`src/rtl/hazard_scoreboard_if.sv`:
```
// Decode-stage hazard bus: D-stage operand/destination info in, stall and forward selects out.
// The master is the decode stage; the slave is the hazard scoreboard.
interface hazard_scoreboard_if #(
  parameter int NSRC  = 2,
  parameter int SEL_W = 2
);
  logic                    freeze;
  logic                    flush_e;
  logic                    valid_d;
  logic [4:0]              dst_d;
  logic [SEL_W-2:0]        rdy_d;
  logic [NSRC*5-1:0]       src_d;
  logic [NSRC-1:0]         use_d;
  logic                    mdu_start_d;
  logic                    hilo_use_d;
  logic                    stall_d;
  logic [NSRC*SEL_W-1:0]   fwd_sel;
  logic                    mdu_busy;
  logic [31:0]             stall_cnt;

  modport master (
    output freeze, flush_e, valid_d, dst_d, rdy_d, src_d, use_d, mdu_start_d, hilo_use_d,
    input  stall_d, fwd_sel, mdu_busy, stall_cnt
  );

  modport slave (
    input  freeze, flush_e, valid_d, dst_d, rdy_d, src_d, use_d, mdu_start_d, hilo_use_d,
    output stall_d, fwd_sel, mdu_busy, stall_cnt
  );
endinterface

```
`src/rtl/hazard_scoreboard.sv`:
```
// In-flight write scoreboard giving per-source forward selects / decode stall; outputs combinational, state updates in 1 cycle.
// No backpressure of its own: freeze holds all state, stall_d holds F/D. Optional stall counter under HAZARD_PERF_EN.
module hazard_scoreboard #(
  parameter int STAGES  = 3,
  parameter int NSRC    = 2,
  parameter int MDU_LAT = 5,
  parameter int SEL_W   = $clog2(STAGES + 1)
) (
  input  logic                clk,
  input  logic                rst_n,
  hazard_scoreboard_if.slave  bus
);

  localparam int CNT_W = $clog2(MDU_LAT + 1);

  typedef struct packed {
    logic             v;
    logic [4:0]       dst;
    logic [SEL_W-2:0] rdy;
  } entry_t;

  entry_t            sb [STAGES];
  logic [CNT_W-1:0]  mdu_cnt;

  logic [NSRC-1:0]   hit;
  logic [SEL_W-1:0]  hit_slot [NSRC];
  logic [NSRC-1:0]   src_stall;
  logic [NSRC*SEL_W-1:0] fwd;
  logic              stall;
  logic              busy;

  always_comb begin
    hit       = '0;
    src_stall = '0;
    fwd       = '0;
    for (int j = 0; j < NSRC; j++) begin
      hit_slot[j] = '0;
      // Scan oldest to youngest so the youngest match (slot 0 side) is the final winner.
      for (int i = STAGES - 1; i >= 0; i--) begin
        if (sb[i].v && (sb[i].dst == bus.src_d[j*5 +: 5])) begin
          hit[j]      = 1'b1;
          hit_slot[j] = SEL_W'(i);
        end
      end
      if (bus.use_d[j] && (bus.src_d[j*5 +: 5] != 5'd0) && hit[j]) begin
        if (hit_slot[j] >= {1'b0, sb[hit_slot[j]].rdy})
          fwd[j*SEL_W +: SEL_W] = hit_slot[j] + SEL_W'(1);
        else
          src_stall[j] = 1'b1;
      end
    end
  end

  assign busy  = (mdu_cnt != '0);
  assign stall = bus.valid_d &&
                 ((|src_stall) || (busy && (bus.hilo_use_d || bus.mdu_start_d)));

  assign bus.stall_d  = stall;
  assign bus.fwd_sel  = fwd;
  assign bus.mdu_busy = busy;

  always_ff @(posedge clk or negedge rst_n) begin
    if (!rst_n) begin
      for (int i = 0; i < STAGES; i++) sb[i] <= '0;
      mdu_cnt <= '0;
    end else if (!bus.freeze) begin
      for (int i = 1; i < STAGES; i++) sb[i] <= sb[i-1];
      sb[0].v   <= bus.valid_d && !stall && !bus.flush_e && (bus.dst_d != 5'd0);
      sb[0].dst <= bus.dst_d;
      sb[0].rdy <= bus.rdy_d;
      if (bus.valid_d && bus.mdu_start_d && !stall)
        mdu_cnt <= CNT_W'(MDU_LAT);
      else if (mdu_cnt != '0)
        mdu_cnt <= mdu_cnt - CNT_W'(1);
    end
  end

`ifdef HAZARD_PERF_EN
  logic [31:0] stall_cnt_q;

  always_ff @(posedge clk or negedge rst_n) begin
    if (!rst_n)
      stall_cnt_q <= '0;
    else if (!bus.freeze && stall)
      stall_cnt_q <= stall_cnt_q + 32'd1;
  end

  assign bus.stall_cnt = stall_cnt_q;
`else
  assign bus.stall_cnt = '0;
`endif

endmodule

```
`src/flat_wrapper.sv`:
```
// flat-port wrapper written by rule: the top's interface ports become plain ports
module hazard_scoreboard_flat 
#(
  parameter int STAGES  = 3,
  parameter int NSRC    = 2,
  parameter int MDU_LAT = 5,
  parameter int SEL_W   = $clog2(STAGES + 1)
)
  (clk, rst_n, bus_freeze, bus_flush_e, bus_valid_d, bus_dst_d, bus_rdy_d, bus_src_d, bus_use_d, bus_mdu_start_d, bus_hilo_use_d, bus_stall_d, bus_fwd_sel, bus_mdu_busy, bus_stall_cnt);
  hazard_scoreboard_if #(.NSRC(NSRC), .SEL_W(SEL_W)) bus_i ();
  input  logic clk;
  input  logic rst_n;
  input wire logic [$bits(bus_i.freeze)-1:0] bus_freeze;
  input wire logic [$bits(bus_i.flush_e)-1:0] bus_flush_e;
  input wire logic [$bits(bus_i.valid_d)-1:0] bus_valid_d;
  input wire logic [$bits(bus_i.dst_d)-1:0] bus_dst_d;
  input wire logic [$bits(bus_i.rdy_d)-1:0] bus_rdy_d;
  input wire logic [$bits(bus_i.src_d)-1:0] bus_src_d;
  input wire logic [$bits(bus_i.use_d)-1:0] bus_use_d;
  input wire logic [$bits(bus_i.mdu_start_d)-1:0] bus_mdu_start_d;
  input wire logic [$bits(bus_i.hilo_use_d)-1:0] bus_hilo_use_d;
  output wire logic [$bits(bus_i.stall_d)-1:0] bus_stall_d;
  output wire logic [$bits(bus_i.fwd_sel)-1:0] bus_fwd_sel;
  output wire logic [$bits(bus_i.mdu_busy)-1:0] bus_mdu_busy;
  output wire logic [$bits(bus_i.stall_cnt)-1:0] bus_stall_cnt;
  assign bus_i.freeze = bus_freeze;
  assign bus_i.flush_e = bus_flush_e;
  assign bus_i.valid_d = bus_valid_d;
  assign bus_i.dst_d = bus_dst_d;
  assign bus_i.rdy_d = bus_rdy_d;
  assign bus_i.src_d = bus_src_d;
  assign bus_i.use_d = bus_use_d;
  assign bus_i.mdu_start_d = bus_mdu_start_d;
  assign bus_i.hilo_use_d = bus_hilo_use_d;
  assign bus_stall_d = bus_i.stall_d;
  assign bus_fwd_sel = bus_i.fwd_sel;
  assign bus_mdu_busy = bus_i.mdu_busy;
  assign bus_stall_cnt = bus_i.stall_cnt;
  hazard_scoreboard #(.STAGES(STAGES), .NSRC(NSRC), .MDU_LAT(MDU_LAT), .SEL_W(SEL_W)) u_core (.clk(clk), .rst_n(rst_n), .bus(bus_i));
endmodule
```
`config.mk`:
```
export PLATFORM = sky130hd
export DESIGN_NAME = hazard_scoreboard_flat
export DESIGN_NICKNAME = d
export VERILOG_FILES = /design/src/rtl/hazard_scoreboard_if.sv /design/src/rtl/hazard_scoreboard.sv /design/src/flat_wrapper.sv
export SDC_FILE = /design/constraint.sdc
export NUM_CORES = 1
export LEC_CHECK = 0
export CORE_MARGIN = 2
export CORE_UTILIZATION = 30
export DETAILED_ROUTE_END_ITERATION = 8
export SKIP_LAST_GASP = 1
export SYNTH_ARGS = -nofsm -noshare
export SYNTH_HDL_FRONTEND = slang
export SYNTH_SLANG_ARGS = --single-unit
```
`constraint.sdc`:
```
create_clock -name clk -period 3.39 [get_ports clk]
set_input_delay 0.339 -clock clk [delete_from_list [all_inputs] [get_ports clk]]
set_output_delay 0.339 -clock clk [all_outputs]
set_load 0.01 [all_outputs]
```
==> load_flow_metrics.sql, run 1 <==
INSERT INTO impl_metrics (metric_group, metric, value, unit) VALUES
('global_route', 'grt_antenna_before_repair', '0', ''),
('sta', 'timing_max_transition_violations_final', '0', ''),
('clocking', 'clock_sink_count', '24', ''),
('floorplan', 'floorplan.die.height', '81.8', 'µm'),
('synthesis', 'synthArstFlopShare', '100', '%'),
('clocking', 'max-clock-path-buffers', '2', ''),
('synthesis', 'synthesis.area', '1820', 'µm²'),
('synthesis', 'synth.avg_cell_area', '9.87', 'µm²'),
('final_layout', 'instances_no_fill', '310', ''),
('clocking', 'clock_latency', '0.27', 'ns'),
('sta', 'setup-violations-final', '0', ''),
('hold_path', 'hp-class', 'reg2reg', ''),
('clocking', 'worst_setup_hold_path_clk_slew', '0.08', 'ns'),
('floorplan', 'placement_rows', '28', ''),
('clocking', 'tritoncts', 'yes', ''),
('synthesis', 'synth.top_cells.by_count', 'buf_4 (32), dfrtp_1 (24), xor2_1 (24)', ''),
('critical_path', 'crit_family', 'simple AND/OR/NAND/NOR gates', ''),
('critical_path', 'worst_r2r_startpoint', 'u_core.sb[1]', ''),
('hold_path', 'min_to', 'u_core.mdu_cnt[0]', ''),
('critical_path', 'crit_cells', '13', ''),
('final_layout', 'nets', '265', ''),
('floorplan', 'initial_core_util', '30.8', '%'),
('drt', 'via_count_normalized_by_instance_count', '4.44', ''),
('global_route', 'largest_net_degree_at_the_start_of_global_routing', '28', ''),
('global_route', 'global_route_wire_length_before_repair', '6.02', 'mm'),
('drt', 'route.detailed.wl_per_inst', '11.7', 'µm'),
('run_status', 'run_status', 'completed', ''),
('power', 'cellPowerDensity', '413', 'nW/µm²'),
('global_route', 'grt_pass1_vias', '1267', ''),
('synthesis', 'synth_seq_cells', '24', ''),
('synthesis', 'ys_top_cells_by_area', 'dfrtp_1 (33%), buf_4 (13%), mux2_2 (12%)', ''),
('critical_path', 'worstPathArrival', '2.85', 'ns'),
('power', 'power.leakage', '1.12', 'nW'),
('critical_path', 'reg2reg_setup_slack', '0.57', 'ns'),
('flow_run', 'drv_cap', '0', ''),
('synthesis', 'synth_enable_flop_cells', '0', ''),
('sta', 'post-route-period-util', '93.9', '%'),
('drt', 'drt_pass1_iterations', '3', ''),
('drt', 'route.detailed.drc', '0', ''),
('power', 'vdd.ir_drop.worst', '0.000209', 'V'),
('sta', 'worst-slew-pin-transition', '1.10', 'ns'),
('floorplan', 'design.core.area', '5890', 'µm²'),
('critical_path', 'critPathCaptureType', 'output pin', ''),
('synthesis', 'yosysSeqAreaShare', '33.1', '%'),
('placed_design', 'hpwlAfterDp', '2.87', 'mm'),
('drt', 'dr_total_vias', '1375', ''),
('floorplan', 'fp.dieW', '81.8', 'µm'),
('placed_design', 'count_of_port_buffers_added_during_placement', '30', ''),
('drt', 'drt_first_iter_violations', '26', ''),
('synthesis', 'synthesis.instances', '184', ''),
('final_layout', 'num_antenna_cells', '0', ''),
('critical_path', 'timing.reg2reg.worst_path_depth', '14', ''),
('sta', 'slew_headroom', '26.5', '%'),
('critical_path', 'timing.critical_path.slowest_stage_cell', 'clkdlybuf4s50_1', ''),
('sta', 'f_max', '314', 'MHz'),
('hold_path', 'worstHoldStart', 'u_core.mdu_cnt[0]', ''),
('critical_path', 'cp_cell_sequence', 'clkdlybuf4s50_1, xor2_1, nor4_1, and3_2, nor2_1, a22oi_1, o21ai_0, ha_1, nand2b_1, nor2_1, o21ai_2, a21boi_1, clkdlybuf4s15_2', ''),
('final_layout', 'layout-area-overhead-vs-synth', '28.9', '%'),
('sta', 'worst_setup_skew_after_layout', '0.00782', 'ns'),
('critical_path', 'critical_path_buf_inv_count', '2', ''),
('floorplan', 'fp.dieArea', '6690', 'µm²'),
('clocking', 'cts-hold-fix-buffers', '0', ''),
('critical_path', 'cpPeakStageDelay', '0.51', 'ns'),
('power', 'total_power', '0.000967', 'W'),
('clocking', 'numCtsBuffers', '3', ''),
('sta', 'final_hold_viol_count', '0', ''),
('hold_path', 'min_delay_path_depth', '1', ''),
('sta', 'rsz0062_at_grt', 'yes', ''),
('synthesis', 'synthMostInstantiatedCell', 'buf_4', ''),
('synthesis', 'yosys_warnings', '0', ''),
('sta', 'setup_slack', '0.205', 'ns');
[layout by cell type, fill, tap and decap left out, types with 2 or more instances in the layout]
cell / instances
and3_1: 4
xor2_1: 24
clkdlybuf4s50_1: 20
conb_1: 32
ha_1: 4
nand2_1: 4
nand3_1: 2
dlymetal6s2s_1: 8
o21ai_2: 3
nand2b_1: 2
a22oi_1: 2
nor4_2: 3
o21ai_1: 3
dfrtp_1: 24
a21oi_1: 4
nor2_1: 11
nor3_1: 5
mux2_2: 20
buf_4: 22
nor4_1: 3
or4_1: 2
inv_1: 4
clkbuf_8: 3
and3_2: 3
xnor2_1: 6
[stage by stage]
step	utilization (%)	setup TNS [ns]	hold WS, ns	instance area (µm²)
floorplan	-	0	0.0434	1930
global placement	37.5	-0.335	0.480	2210
detailed placement	37.5	-0.439	0.488	2210
CTS	39.0	0	0.512	2300
global route	39.8	-0.0146	0.550	2340
finish	39.8	0	0.510	2340
[timing repair]
item | 4_1_cts | 5_1_grt
buffers inserted | 1 | 2
pin swaps | 2 | 10
cloned | 0 | 0
gates resized for setup | 7 | 14
setup endpoints to repair | 3 | 2
[layer usage]
layer	GRT usage, %	vias to the layer above	routed length (µm)
met5	0	-	0
met4	4.50	0	29
met3	2.09	2	212
met2	19.7	49	1760
met1	15.4	647	1640
li1	-	677	-
[layout make-up]
class                      count  area (µm²)
multi-input combinational    151        1070
sequential                    24         601
timing repair buffer          52         485
clock inverter                 1        30.0
clock buffer                   3        41.3
fill                         592        3540
inverter                       4        15.0
tap                           75        93.8
[worst max path at each step]
| stage | from | end |
|---|---|---|
| 6_report | bus_src_d[2] | bus_stall_d |
| 3_3_place_gp | bus_src_d[5] | bus_stall_d |
| 3_5_place_dp | bus_src_d[9] | bus_stall_d |
| 2_1_floorplan | u_core.sb[8] | bus_stall_d |
| 4_1_cts | bus_src_d[9] | bus_stall_d |
| 5_1_grt | u_core.sb[1] | bus_stall_d |
[state kept, by name, summed over array words and instances, names as in the netlist]
name / cells
u_core.mdu_cnt: 3
u_core.sb: 21
[logic make-up (layout without fill, tap and decap cells)]
| group | after synthesis | in the layout | synth area share (%) |
|---|---|---|---|
| xor gates and xnor gates | 30 | 30 | 14.5 |
| muxes | 20 | 20 | 12.4 |
| other | 1 | 32 | 0.207 |
| AOI/OAI and AO/OA | 21 | 21 | 7.86 |
| adders and majority gates | 4 | 4 | 2.76 |
| and+or+nand+nor | 44 | 44 | 13.9 |
| buffers and inverters | 40 | 60 | 15.3 |
| DFF | 24 | 24 | 33.1 |
[power breakdown]
group          switching [W]  leakage, nW  internal, W
Combinational       0.000145        0.795     0.000171
Sequential         0.0000564        0.287     0.000341
Clock              0.0000952       0.0357     0.000158
Total               0.000296         1.12     0.000670
Note: power is estimated with default switching activity, not from simulation.
==> inputs of run 2 (changes only) <==
- ABC_CLOCK_PERIOD_IN_PS: unset -> 3390
==> results of run 2 <==
Final layout, timing and power as in run 1 (identical DEF).
